File: config.mk
export PLATFORM = sky130hd
export DESIGN_NAME = cmd_parser
export DESIGN_NICKNAME = d
export VERILOG_FILES = /design/src/rtl/cmd_pkg.sv /design/src/rtl/cmd_payload_buf.sv /design/src/rtl/cmd_parser.sv
export SDC_FILE = /design/constraint.sdc
export NUM_CORES = 1
export LEC_CHECK = 0
export ABC_AREA = 1
export BUFFER_PORTS_ARGS = -buffer_cell sky130_fd_sc_hd__buf_2
export CORE_ASPECT_RATIO = 2
export CORE_MARGIN = 2
export CORE_UTILIZATION = 60
export CTS_BUF_LIST = sky130_fd_sc_hd__clkbuf_8 sky130_fd_sc_hd__clkbuf_16
export CTS_CLUSTER_SIZE = 28
export DETAILED_ROUTE_END_ITERATION = 8
export PLACE_DENSITY = 0.78
export SYNTH_ARGS = -nofsm -noshare
export SYNTH_HDL_FRONTEND = slang
export SYNTH_HIERARCHICAL = 1
export SYNTH_SLANG_ARGS = --single-unit
File: constraint.sdc
create_clock -name clk -period 4.8 [get_ports clk]
set_clock_uncertainty 0.1 [all_clocks]
set_input_delay 0.96 -clock clk [delete_from_list [all_inputs] [get_ports clk]]
set_output_delay 0.96 -clock clk [all_outputs]
set_load 0.05 [all_outputs]
File: src/rtl/cmd_pkg.sv
// Shared constants, error codes and one-hot FSM encoding for the command parser.
// Latency: n/a (declarations only).
// Backpressure: n/a (declarations only).
package cmd_pkg;

  localparam logic [7:0] HEAD = 8'hEB;
  localparam logic [7:0] FLAG = 8'h90;

  localparam logic [1:0] ERR_NONE = 2'd0;
  localparam logic [1:0] ERR_HDR  = 2'd1;
  localparam logic [1:0] ERR_LEN  = 2'd2;
  localparam logic [1:0] ERR_CHK  = 2'd3;

  typedef enum logic [7:0] {
    S_IDLE = 8'b0000_0001,
    S_H2   = 8'b0000_0010,
    S_CMD  = 8'b0000_0100,
    S_LEN  = 8'b0000_1000,
    S_DATA = 8'b0001_0000,
    S_CHK  = 8'b0010_0000,
    S_TAIL = 8'b0100_0000,
    S_DROP = 8'b1000_0000
  } state_t;

  // 8-bit wrap-around accumulate used for the frame checksum.
  function automatic logic [7:0] sum8(input logic [7:0] a, input logic [7:0] b);
    return a + b;
  endfunction

endpackage

File: src/rtl/cmd_payload_buf.sv
// Payload store: MAXLEN x 8 registers, synchronous write, combinational read (0 beyond MAXLEN).
// Latency: write visible on the read port the cycle after i_we; read is zero-cycle.
// Backpressure: none; every write strobe is accepted.
module cmd_payload_buf #(
  parameter int MAXLEN = 16,
  parameter int AW     = 4
) (
  input  logic          clk,
  input  logic          rst_n,
  input  logic          i_we,
  input  logic [AW-1:0] i_waddr,
  input  logic [7:0]    i_wdat,
  input  logic [AW-1:0] i_raddr,
  output logic [7:0]    o_rdat
);

  logic [7:0] r_mem    [MAXLEN];
  logic [7:0] w_rd_tbl [2**AW];

  for (genvar gi = 0; gi < MAXLEN; gi++) begin : g_mem
    // Per-entry register: cleared on reset, loaded when its address is written.
    always_ff @(posedge clk or negedge rst_n) begin
      if (!rst_n) begin
        r_mem[gi] <= 8'h00;
      end else if (i_we && (i_waddr == AW'(gi))) begin
        r_mem[gi] <= i_wdat;
      end
    end
  end

  // Addresses past the physical array read back as zero.
  for (genvar gr = 0; gr < 2**AW; gr++) begin : g_rd
    if (gr < MAXLEN) begin : g_live
      assign w_rd_tbl[gr] = r_mem[gr];
    end else begin : g_zero
      assign w_rd_tbl[gr] = 8'h00;
    end
  end

  assign o_rdat = w_rd_tbl[i_raddr];

endmodule

File: src/rtl/cmd_parser.sv
// Parses EB 90 CMD LEN PAYLOAD CHK frames, checks the additive checksum, strobes cmd_valid or err.
// Latency: cmd_valid / err pulse exactly one cycle after cmdend.
// Backpressure: none; a byte is consumed every valid cycle. Optional CMD_PARSER_STAT_EN adds ok/err counters.
module cmd_parser
  import cmd_pkg::*;
#(
  parameter int MAXLEN = 16,
  parameter int AW     = 4
) (
  input  logic          clk,
  input  logic          rst_n,
  input  logic          valid,
  input  logic [7:0]    din,
  input  logic          cmdend,
  output logic          cmd_valid,
  output logic [7:0]    cmd_code,
  output logic [7:0]    cmd_len,
  input  logic [AW-1:0] rd_addr,
  output logic [7:0]    rd_data,
  output logic          err,
  output logic [1:0]    err_code
`ifdef CMD_PARSER_STAT_EN
  ,
  output logic [15:0]   ok_cnt,
  output logic [15:0]   err_cnt
`endif
);

  localparam logic [7:0] MAXLEN_B = 8'(MAXLEN);

  state_t        r_state;
  logic [7:0]    r_code_work;
  logic [7:0]    r_len_work;
  logic [7:0]    r_sum;
  logic [AW-1:0] r_cnt;
  logic [7:0]    r_chk;
  logic [1:0]    r_drop_code;
  logic          r_cmd_valid;
  logic          r_err;
  logic [1:0]    r_err_code;
  logic [7:0]    r_cmd_code;
  logic [7:0]    r_cmd_len;

  state_t        w_st_byte;
  state_t        w_state_nxt;
  logic [7:0]    w_code_nxt;
  logic [7:0]    w_len_nxt;
  logic [7:0]    w_sum_nxt;
  logic [AW-1:0] w_cnt_nxt;
  logic [7:0]    w_chk_nxt;
  logic [1:0]    w_drop_nxt;
  logic          w_we;
  logic          w_ok_fire;
  logic          w_err_fire;
  logic [1:0]    w_err_code;
  logic          w_last;

  // Last payload byte when the running index reaches LEN-1.
  assign w_last = (8'(r_cnt) == (r_len_work - 8'd1));

  // Byte step first, then the end-of-frame decision on the post-byte state so a
  // CHK byte arriving together with cmdend is judged with its own value.
  always_comb begin
    w_st_byte  = r_state;
    w_code_nxt = r_code_work;
    w_len_nxt  = r_len_work;
    w_sum_nxt  = r_sum;
    w_cnt_nxt  = r_cnt;
    w_chk_nxt  = r_chk;
    w_drop_nxt = r_drop_code;
    w_we       = 1'b0;
    w_ok_fire  = 1'b0;
    w_err_fire = 1'b0;
    w_err_code = r_err_code;

    if (valid) begin
      unique case (r_state)
        S_IDLE: begin
          if (din == HEAD) begin
            w_st_byte = S_H2;
          end else begin
            w_st_byte  = S_DROP;
            w_drop_nxt = ERR_HDR;
          end
        end
        S_H2: begin
          if (din == FLAG) begin
            w_st_byte = S_CMD;
          end else begin
            w_st_byte  = S_DROP;
            w_drop_nxt = ERR_HDR;
          end
        end
        S_CMD: begin
          w_code_nxt = din;
          w_sum_nxt  = din;
          w_st_byte  = S_LEN;
        end
        S_LEN: begin
          w_len_nxt = din;
          w_sum_nxt = sum8(r_sum, din);
          if (din > MAXLEN_B) begin
            w_st_byte  = S_DROP;
            w_drop_nxt = ERR_LEN;
          end else if (din == 8'h00) begin
            w_st_byte = S_CHK;
          end else begin
            w_st_byte = S_DATA;
            w_cnt_nxt = '0;
          end
        end
        S_DATA: begin
          w_we      = 1'b1;
          w_sum_nxt = sum8(r_sum, din);
          w_cnt_nxt = r_cnt + 1'b1;
          if (w_last) begin
            w_st_byte = S_CHK;
          end
        end
        S_CHK: begin
          w_chk_nxt = din;
          w_st_byte = S_TAIL;
        end
        S_TAIL: begin
          w_st_byte  = S_DROP;
          w_drop_nxt = ERR_CHK;
        end
        S_DROP: begin
          w_st_byte = S_DROP;
        end
        default: begin
          w_st_byte = S_IDLE;
        end
      endcase
    end

    w_state_nxt = w_st_byte;

    if (cmdend) begin
      w_state_nxt = S_IDLE;
      case (w_st_byte)
        S_IDLE: begin
          w_ok_fire = 1'b0;
        end
        S_TAIL: begin
          if (w_sum_nxt == w_chk_nxt) begin
            w_ok_fire = 1'b1;
          end else begin
            w_err_fire = 1'b1;
            w_err_code = ERR_CHK;
          end
        end
        S_DROP: begin
          w_err_fire = 1'b1;
          w_err_code = w_drop_nxt;
        end
        default: begin
          // Frame ended before CHK arrived.
          w_err_fire = 1'b1;
          w_err_code = ERR_CHK;
        end
      endcase
    end
  end

  // FSM state and per-frame working registers.
  always_ff @(posedge clk or negedge rst_n) begin
    if (!rst_n) begin
      r_state     <= S_IDLE;
      r_code_work <= 8'h00;
      r_len_work  <= 8'h00;
      r_sum       <= 8'h00;
      r_cnt       <= '0;
      r_chk       <= 8'h00;
      r_drop_code <= ERR_NONE;
    end else begin
      r_state     <= w_state_nxt;
      r_code_work <= w_code_nxt;
      r_len_work  <= w_len_nxt;
      r_sum       <= w_sum_nxt;
      r_cnt       <= w_cnt_nxt;
      r_chk       <= w_chk_nxt;
      r_drop_code <= w_drop_nxt;
    end
  end

  // Result strobes; code/len and err_code only move when their strobe fires.
  always_ff @(posedge clk or negedge rst_n) begin
    if (!rst_n) begin
      r_cmd_valid <= 1'b0;
      r_err       <= 1'b0;
      r_err_code  <= ERR_NONE;
      r_cmd_code  <= 8'h00;
      r_cmd_len   <= 8'h00;
    end else begin
      r_cmd_valid <= w_ok_fire;
      r_err       <= w_err_fire;
      if (w_err_fire) begin
        r_err_code <= w_err_code;
      end
      if (w_ok_fire) begin
        r_cmd_code <= w_code_nxt;
        r_cmd_len  <= w_len_nxt;
      end
    end
  end

  cmd_payload_buf #(
    .MAXLEN (MAXLEN),
    .AW     (AW)
  ) u_buf (
    .clk     (clk),
    .rst_n   (rst_n),
    .i_we    (w_we),
    .i_waddr (r_cnt),
    .i_wdat  (din),
    .i_raddr (rd_addr),
    .o_rdat  (rd_data)
  );

  assign cmd_valid = r_cmd_valid;
  assign err       = r_err;
  assign err_code  = r_err_code;
  assign cmd_code  = r_cmd_code;
  assign cmd_len   = r_cmd_len;

`ifdef CMD_PARSER_STAT_EN
  logic [15:0] r_ok_cnt;
  logic [15:0] r_err_cnt;

  // Saturating accept/reject counters driven by the output strobes.
  always_ff @(posedge clk or negedge rst_n) begin
    if (!rst_n) begin
      r_ok_cnt  <= 16'h0000;
      r_err_cnt <= 16'h0000;
    end else begin
      if (r_cmd_valid && (r_ok_cnt != 16'hFFFF)) begin
        r_ok_cnt <= r_ok_cnt + 16'd1;
      end
      if (r_err && (r_err_cnt != 16'hFFFF)) begin
        r_err_cnt <= r_err_cnt + 16'd1;
      end
    end
  end

  assign ok_cnt  = r_ok_cnt;
  assign err_cnt = r_err_cnt;
`endif

endmodule

==> results of run 1 <==
==> sequential cells by signal, summed over array words and instances, names as in the netlist, 4 cells and up <==
register and count:
cmd_len 8, r_chk 8, cmd_code 8, r_sum 8, r_code_work 8, r_state 8
r_len_work 8, u_buf/r_mem 128, r_cnt 4
==> worst max-delay path by stage <==
stage	from	cells after the start	to	slack, ns
finish	rd_addr[0]	9	rd_data[2]	1.12
global route	rd_addr[0]	8	rd_data[2]	0.98
CTS	rd_addr[0]	9	rd_data[2]	1.12
detailed placement	din[0]	18	cmd_code[6]	0.94
global placement	din[0]	18	cmd_code[5]	0.96
floorplan	rd_addr[1]	7	rd_data[1]	1.66
==> stage by stage <==
step / area (sq um) / utilization (%) / worst slack [ns]
floorplan: 10510 / - / 1.665
global placement: 10720 / 62.40 / 0.9593
CTS: 11300 / 65.78 / 1.120
detailed placement: 10720 / 62.40 / 0.9392
finish: 11300 / 65.78 / 1.120
global route: 11300 / 65.78 / 0.9798
==> cells by family after synthesis <==
family	after synthesis	share of synthesized area, %
AND/OR/NAND/NOR	686	29.35
buffers and inverters	310	12.09
AO/OA/AOI/OAI	208	10.85
flip-flops	194	46.19
adder cells (fa/ha/maj)	10	1.262
XOR/XNOR	3	0.2500
==> power by group through the flow <==
stage | logic, mW | registers [mW] | clock network (mW)
global placement | 0.304 | 1.68 | 0
floorplan | 0.178 | 1.70 | 0
CTS | 0.309 | 1.65 | 1.42
global route | 0.339 | 1.65 | 1.49
detailed placement | 0.309 | 1.68 | 0
finish | 0.307 | 1.65 | 1.41
==> critical path, delay by kind of cell <==
kind | cells | cell delay (ns)
buffers and inverters | 3 | 1.05
AND/OR/NAND/NOR | 6 | 0.55
==> metal layers <==
metal,track usage (%),vias up,part of all wire [%]
met4,17.47,0,5.2
met2,55.01,311,53
met1,32.20,4253,37
li1,-,4398,-
met3,3.949,92,4.6
met5,0,-,0
==> synthesized netlist by cell type, types with 3 or more instances <==
library cell    n
nand4_1        17
nor2_2          8
buf_2          15
inv_2           9
buf_1           3
o21ai_2        18
nor3_1          4
buf_6           9
a21oi_1        14
nand2_1       417
nand2_4         4
nor2_1         42
nand3_4         4
ha_1            9
dfrtp_1       193
or2_2           3
o21ai_1        14
o21a_1          7
o21ai_0       149
nor2_4          3
clkbuf_1       32
inv_1         238
nand3_1       146
nand3_2         4
nand2_2        23
nand3b_1        5
==> cell type report <==
class / instances / area [sq um] / share of cell area (%)
well taps: 210 / 262.8 / 2.324
inverters: 248 / 933.4 / 8.257
clock buffers: 20 / 466.7 / 4.128
repair buffers: 48 / 286.5 / 2.535
clock inverters: 11 / 113.9 / 1.007
multi-input cells: 907 / 4385 / 38.79
flip-flops and latches: 194 / 4856 / 42.96
==> flow_summary_export.csv, run 1 <==
group,metric,value,unit
min_path,worstHoldPathType,"register to register",
die,fp.dieW,97.60,um
clock_tree,cts_tree,"yes",
global_route,grt_pass1_wl,43.90,mm
placement,dp_hpwl,18.61,mm
setup_path,worstPathRequired,3.74,ns
timing,post-route-period-util,76.66,%
logic_synthesis,seq_area_frac_synth,46.19,%
setup_path,timing.critical_path.mode_cell,"nand2_1",
die,dieArea,0.01866,sq mm
power_and_ir_drop,power_leakage,5.839,nW
die,core,0.01719,sq mm
logic_synthesis,avgSynthCellArea,7.450,sq um
drt,post_drt_wl_per_cell,16.24,um
logic_synthesis,ys_types,43,
logic_synthesis,yosysTopAreaCellShare,45.94,%
setup_path,crit_fanout,50,
logic_synthesis,syn-cell-area,0.01051,sq mm
clock_tree,ctsRootBufferMaster,"clkbuf_16",
timing,slew_violations,0,
layout,num-nets-final,1442,
setup_path,crit_path_max_incr_delay,0.66,ns
timing,finalHoldViolCount,0,
power_and_ir_drop,pwr-share-comb,9.1,%
clock_tree,postCtsHoldBufs,0,
global_route,grt_pass1_vias,8914,
global_route,grt_max_degree,106,
power_and_ir_drop,ir_drop,0.0002281,V
drt,dr.pass1.iters,5,
setup_path,rr_endpoint,"cmd_len[3]",
clock_tree,cts_buffer_depth,2,
clock_tree,path_clk_slew,0.07,ns
timing,max_slew_margin,29.79,%
die,start_util,61.17,%
logic_synthesis,synthArstFlopShare,100.0,%
setup_path,critPathKind,"input pin to output port",
clock_tree,clock_sinks,194,
clock_tree,insertion_delay,0.43,ns
setup_path,worstSetupEndpointType,"output port",
min_path,min_to,"err_code[0]",
min_path,min_path_cells,2,
placement,gp_congestion,0.8975,
power_and_ir_drop,clkPwrFrac,41.8,%
clock_tree,postCtsSetupRepairBufs,0,
setup_path,reg2reg_slack,1.63,ns
layout,fill_cells,1548,
timing,fmax,0.2718,GHz
power_and_ir_drop,p_per_area,297.7,mW/mm^2
power_and_ir_drop,seq_power_share,49.1,%
logic_synthesis,synth-seq-cells,194,
die,row_count,68,
setup_path,cp_slowest_cell,"inv_2",
setup_path,timing.rr.start,"r_len_work[0]",
setup_path,rr_worst_depth,15,
timing,fin_setup_tns,0,ns
power_and_ir_drop,power.total,3.365,mW
global_route,antenna_found_initial,0,
drt,avgViaCountPerCell,5.527,
logic_synthesis,synth.area.top_cells,"dfrtp_1, nand2_1, inv_1",
layout,drive_above_1_share,11.13,%
global_route,grt.overflow.total,0,
job,max_cap_viol_count,0,
timing,setup_violations,0,
setup_path,crit_chain,"buf_2 -> inv_2 -> nand2_1 -> nand2_1 -> nand2_1 -> nand3_1 -> nand3_1 -> nand2_1 -> buf_2",
die,io_pins,44,
setup_path,setup.worst_path.start_class,"input pin",
layout,layout_commonest_cell,"nand2_1",
clock_tree,cts_buffers,17,
drt,wl,26.60,mm
clock_tree,htreeDepth,4,
min_path,min_from,"err_code[0]",
layout,antenna_cells,0,
clock_tree,post_cts_resized,0,
drt,drt-initial-drc-count,623,
drt,dr_total_vias,9054,
die,die_h,191.2,um
placement,port_buffers,43,
timing,hold_ws,0.3794,ns
layout,layout_common_cells,"nand2_1, inv_1, dfrtp_1",
logic_synthesis,syn-num-nets,1437,
power_and_ir_drop,switching_power,0.8468,mW
timing,worst_pin_slew,1.047,ns
logic_synthesis,yosysWarnings,6,
power_and_ir_drop,intPower,2.519,mW
timing,rsz0062_at_grt,"no",
drt,ant_nets,0,
placement,dp_cells,1607,
logic_synthesis,yosysTopAreaCell,"dfrtp_1",
layout,finalNonFillerCells,1638,
logic_synthesis,synthCells,1411,
power_and_ir_drop,swShare,25.16,%
logic_synthesis,synth_edf_count,0,
global_route,grt_use_total,29.82,%
setup_path,crit_arrival,2.62,ns
timing,period_minus_slack,3.680,ns
logic_synthesis,synthFlopType,"dfrtp_1",
drt,drc,0,
outcome,outcome,"complete, no violations",
layout,area_growth,7.534,%
No activity file was read; power rests on OpenSTA's default activity.
==> inputs of run 2 (changes only) <==
CORE_UTILIZATION = 56   (was 60)
PLACE_DENSITY = 0.76   (was 0.78)
clock period = 3.21 ns   (was 4.8 ns; I/O delays follow)
==> run 2 against run 1 <==
Compared with the run above: setup slack worse by 0.67 ns; highest routed layer unchanged; clock power up 48%; die area up 6.9%; largest power group unchanged; largest cell class unchanged; clock-buffer cell count down 3; hold slack worse by 0.28 ns; global-route usage down 1.4 points; non-clock buffer count up 21; via count up 0.91%; critical endpoint is now cmd_code[5].
==> flow_summary_export.csv, run 2 (synthesis results as in run 1) <==
group,metric,value,unit
drt,dr_total_vias,9136,
power_and_ir_drop,pwr-share-comb,9.6,%
timing,fin_setup_tns,0,ns
setup_path,critPathKind,"register to register",
layout,largest_reg_flops,128,
layout,layout_common_cells,"nand2_1, inv_1, dfrtp_1",
layout,utilization,62.91,%
timing,period_minus_slack,2.755,ns
power_and_ir_drop,seq_power_share,49.1,%
layout,layout_commonest_cell,"nand2_1",
clock_tree,cts_tree,"yes",
clock_tree,postCtsSetupRepairBufs,0,
layout,fill_cells,1652,
layout,multi_input_area,0.004385,sq mm
power_and_ir_drop,switching_power,1.355,mW
setup_path,worstPathRequired,3.44,ns
power_and_ir_drop,power_leakage,5.940,nW
timing,max_slew_margin,56.91,%
layout,final_cell_area,0.01152,sq mm
timing,hold_ws,0.1003,ns
placement,port_buffers,43,
setup_path,critPathTopFamily,"simple AND/OR/NAND/NOR gates",
global_route,grt_max_degree,69,
clock_tree,htreeDepth,4,
setup_path,reg2reg_slack,0.45,ns
drt,ant_nets,0,
clock_tree,path_clk_slew,0.07,ns
drt,drc,0,
drt,post_drt_wl_per_cell,15.93,um
setup_path,cp_slowest_cell,"dfstp_2",
setup_path,worstSetupEndpointType,"register",
layout,drive_above_1_share,12.69,%
drt,drt-initial-drc-count,492,
clock_tree,insertion_delay,0.43,ns
power_and_ir_drop,swShare,26.95,%
setup_path,crit_path_max_incr_delay,0.56,ns
layout,num-nets-final,1463,
power_and_ir_drop,p_per_area,436.6,mW/mm^2
global_route,grt_pass1_vias,9133,
timing,slew_violations,0,
drt,dr.pass1.iters,7,
placement,place_area,0.01094,sq mm
setup_path,crit_chain,"nor2_1 -> nand2_2 -> inv_2 -> nand3_1 -> nand3_4 -> or2_2 -> nand3_1 -> nand2_1 -> nor2_2 -> nand2_1 -> nor2_4 -> nand3_4 -> buf_12 -> nand2_1 -> o21ai_2",
layout,finalNonFillerCells,1666,
layout,antenna_cells,0,
power_and_ir_drop,clkPwrFrac,41.3,%
outcome,outcome,"complete, no violations",
placement,dp_slack,0.07869,ns
clock_tree,post_cts_resized,0,
clock_tree,clock_sinks,194,
clock_tree,cts_buffer_depth,2,
power_and_ir_drop,intPower,3.673,mW
power_and_ir_drop,power.total,5.028,mW
placement,gp_congestion,0.9796,
die,core,0.01831,sq mm
timing,rsz0062_at_grt,"no",
setup_path,crit_fanout,32,
global_route,grt_use_total,28.39,%
timing,worst_pin_slew,0.6448,ns
die,die_h,197.8,um
timing,fin_ws,0.4549,ns
power_and_ir_drop,ir_drop,0.0003205,V
global_route,antenna_found_initial,0,
setup_path,crit_arrival,2.98,ns
global_route,grt_pass1_wl,44.02,mm
drt,avgViaCountPerCell,5.484,
die,io_pins,44,
clock_tree,ctsRootBufferMaster,"clkbuf_16",
clock_tree,cts_buffers,17,
setup_path,setup.worst_path.start_class,"register",
job,max_cap_viol_count,0,
timing,finalHoldViolCount,0,
placement,dp_hpwl,19.07,mm
die,dieArea,0.01995,sq mm
drt,wl,26.54,mm
min_path,worstHoldPathType,"input pin to async pin",
layout,regArea,0.004856,sq mm
die,row_count,70,
setup_path,worst-path-buf-inv,2,
timing,setup_violations,0,
global_route,grt.overflow.total,0,
setup_path,timing.critical_path.mode_cell,"nand2_1",
clock_tree,postCtsHoldBufs,0,
placement,dp_cells,1634,
die,start_util,57.43,%
layout,regMostFlops,"u_buf/r_mem",
timing,post-route-period-util,85.83,%
timing,fmax,0.3630,GHz
die,fp.dieW,100.9,um
layout,area_growth,9.545,%
==> run 2: final cells by class <==
class	instances	share of cell area, %
flip-flops and latches	194	42.17
well taps	216	2.347
repair buffers	69	4.292
clock buffers	17	3.694
multi-input cells	907	38.08
inverters	248	8.105
clock inverters	15	1.315
==> run 2: final timing paths <==
path	depth (start not counted)	end	from
max in group asynchronous	2	r_len_work[1]	rst_n
hold reg to reg	2	cmd_code[5]	cmd_code[5]
setup reg to reg	15	cmd_code[5]	r_state[0]
hold / removal	1	u_buf/r_mem[49]	rst_n
min in group clk	2	cmd_code[5]	cmd_code[5]
setup / recovery	15	cmd_code[5]	r_state[0]
==> run 2: power by group through the flow <==
stage | combinational [mW] | sequential (mW) | clock, mW
finish | 0.483 | 2.47 | 2.08
global route | 0.532 | 2.47 | 2.21
detailed placement | 0.483 | 2.52 | 0
floorplan | 0.266 | 2.54 | 0
CTS | 0.486 | 2.47 | 2.13
global placement | 0.477 | 2.51 | 0
==> run 2: worst reg2reg max path, cell delays in order (launching register included) <==
cell,delay [ns]
dfstp_2,0.56
nor2_1,0.06
nand2_2,0.10
inv_2,0.05
nand3_1,0.17
nand3_4,0.23
or2_2,0.36
nand3_1,0.08
nand2_1,0.08
nor2_2,0.12
nand2_1,0.12
nor2_4,0.17
nand3_4,0.10
buf_12,0.19
nand2_1,0.11
o21ai_2,0.05
==> run 2: per-layer routing <==
layer | global-route usage, % | vias to the layer above | wire length (um)
met3 | 3.671 | 107 | 983
met1 | 30.83 | 4293 | 9688
met5 | 0 | - | 0
li1 | - | 4449 | -
met2 | 49.43 | 287 | 13950
met4 | 20.85 | 0 | 1919
==> inputs of run 3 (changes only) <==
REMOVE_ABC_BUFFERS = 1   (was not set)
==> run 3 against run 2 <==
Compared with the run above: clock-buffer cell count increased by 3; register-to-register slack about the same; via count down 0.21%; utilization grew 0.17 points; clock power grew 2%; design area increased by 0.27%; cell count up 0.30%; non-clock buffer count grew 4; wire length grew 2.7%; global-route usage up 0.81 points; flip-flop and latch count unchanged; hold slack got worse by 0.0066 ns.
==> flow_summary_export.csv, run 3 (synthesis results as in run 1) <==
group,metric,value,unit
timing,fin_setup_tns,0,ns
global_route,grt_pass1_vias,9212,
die,row_count,70,
die,start_util,57.43,%
power_and_ir_drop,p_per_area,439.9,mW/mm^2
placement,gp_congestion,0.9003,
setup_path,setup.worst_path.start_class,"register",
timing,fin_ws,0.4549,ns
layout,num-nets-final,1467,
clock_tree,cts_buffers,17,
timing,fmax,0.3630,GHz
setup_path,worstPathRequired,3.43,ns
timing,rsz0062_at_grt,"no",
global_route,grt_max_degree,79,
clock_tree,cts_tree,"yes",
setup_path,crit_path_max_incr_delay,0.55,ns
clock_tree,path_clk_slew,0.07,ns
setup_path,critPathKind,"register to register",
placement,port_buffers,43,
die,die_h,197.8,um
die,io_pins,44,
min_path,worstHoldPathType,"input pin to async pin",
timing,slew_violations,0,
outcome,outcome,"complete, no violations",
clock_tree,postCtsHoldBufs,0,
setup_path,cp_slowest_cell,"dfstp_2",
layout,area_growth,9.843,%
drt,dr.pass1.iters,5,
layout,fill_cells,1657,
setup_path,rr_worst_depth,15,
clock_tree,cts_buffer_depth,2,
die,fp.dieW,100.9,um
global_route,grt_pass1_wl,45.07,mm
global_route,grt_use_total,29.20,%
setup_path,worstSetupEndpointType,"register",
timing,max_slew_margin,56.78,%
drt,drt-initial-drc-count,561,
power_and_ir_drop,power_leakage,5.969,nW
drt,dr_total_vias,9117,
die,core,0.01831,sq mm
drt,avgViaCountPerCell,5.456,
layout,layout_commonest_cell,"nand2_1",
setup_path,crit_chain,"nor2_1 -> nand2_2 -> inv_2 -> nand3_1 -> nand3_4 -> or2_2 -> nand3_1 -> nand2_1 -> nor2_2 -> nand2_1 -> nor2_4 -> nand3_4 -> buf_12 -> nand2_2 -> o21ai_2",
timing,post-route-period-util,85.83,%
job,max_cap_viol_count,0,
drt,drc,0,
layout,regMostFlops,"u_buf/r_mem",
placement,place_area,0.01096,sq mm
setup_path,crit_fanout,16,
global_route,antenna_found_initial,1,
drt,ant_nets,0,
clock_tree,postCtsSetupRepairBufs,0,
clock_tree,ctsRootBufferMaster,"clkbuf_16",
layout,largest_reg_flops,128,
clock_tree,htreeDepth,4,
placement,dp_slack,0.01890,ns
die,dieArea,0.01995,sq mm
timing,setup_violations,0,
setup_path,crit_arrival,2.98,ns
clock_tree,clock_sinks,194,
layout,layout_common_cells,"nand2_1, inv_1, dfrtp_1",
layout,drive_above_1_share,12.86,%
placement,dp_hpwl,19.53,mm
layout,final_cell_area,0.01155,sq mm
drt,wl,27.25,mm
global_route,grt.overflow.total,0,
clock_tree,insertion_delay,0.44,ns
timing,period_minus_slack,2.755,ns
timing,worst_pin_slew,0.6467,ns
drt,post_drt_wl_per_cell,16.31,um
power_and_ir_drop,ir_drop,0.0003491,V
timing,finalHoldViolCount,0,
clock_tree,post_cts_resized,0,
==> run 3: cell types whose count changed in the layout (fill, tap and decap cells not counted), sizes merged <==
cell / before / now
clkinvlp: 4 / 2
clkbuf: 18 / 21
buf: 68 / 72
clkinv: 5 / 3
diode: 0 / 1
inv: 253 / 254
==> run 3: through the flow <==
stage          hold WS, ns  power (mW)  utilization (%)  instances
2_1_floorplan       0.2464       2.768                -       1349
3_3_place_gp        0.3528       2.996            59.86       1638
3_5_place_dp        0.3587       3.003            59.86       1638
4_1_cts             0.1178       5.101            63.07       1670
5_1_grt             0.1292       5.273            63.08       1671
6_report           0.09366       5.080            63.08       1671
==> run 3: critical path, delay by kind of cell (launching register included) <==
| kind | cells | cell delay [ns] |
|---|---|---|
| simple gates | 12 | 1.67 |
| buf+inv | 2 | 0.26 |
| compound gates | 1 | 0.05 |
| flops | 1 | 0.55 |
==> run 3: cell type report <==
class / instances / area (sq um) / area share [%]
Sequential cell: 194 / 4856 / 42.05
Multi-Input combinational cell: 907 / 4385 / 37.98
Inverter: 248 / 933.4 / 8.083
Timing Repair Buffer: 73 / 511.7 / 4.432
Clock buffer: 20 / 466.7 / 4.042
Tap cell: 216 / 270.3 / 2.340
Clock inverter: 12 / 121.4 / 1.051
Antenna cell: 1 / 2.502 / 0.02167
==> run 3: routing by layer <==
metal  vias up  routed length [um]  track usage, %
met1      4287                9931           31.03
li1       4447                   -               -
met3        99                1094           4.448
met2       284               14660           52.42
met4         0                1568           18.72
met5         -                   0               0
==> run 3: where the power goes <==
group          internal [mW]  total (mW)  switching, mW
clock network           1.15        2.12          0.973
logic                  0.122       0.489          0.367
registers               2.46        2.47        0.00927
total                   3.73        5.08           1.35
==> run 3: final timing paths <==
check                                   to         from  slack [ns]
max                             cmd_len[2]   r_state[0]        0.45
min                            cmd_code[7]        rst_n        0.09
max reg2reg                     cmd_len[2]   r_state[0]        0.45
min reg2reg                    err_code[1]  err_code[1]        0.38
max in group asynchronous  u_buf/r_mem[44]        rst_n        2.05
min in group clk               err_code[1]  err_code[1]        0.38
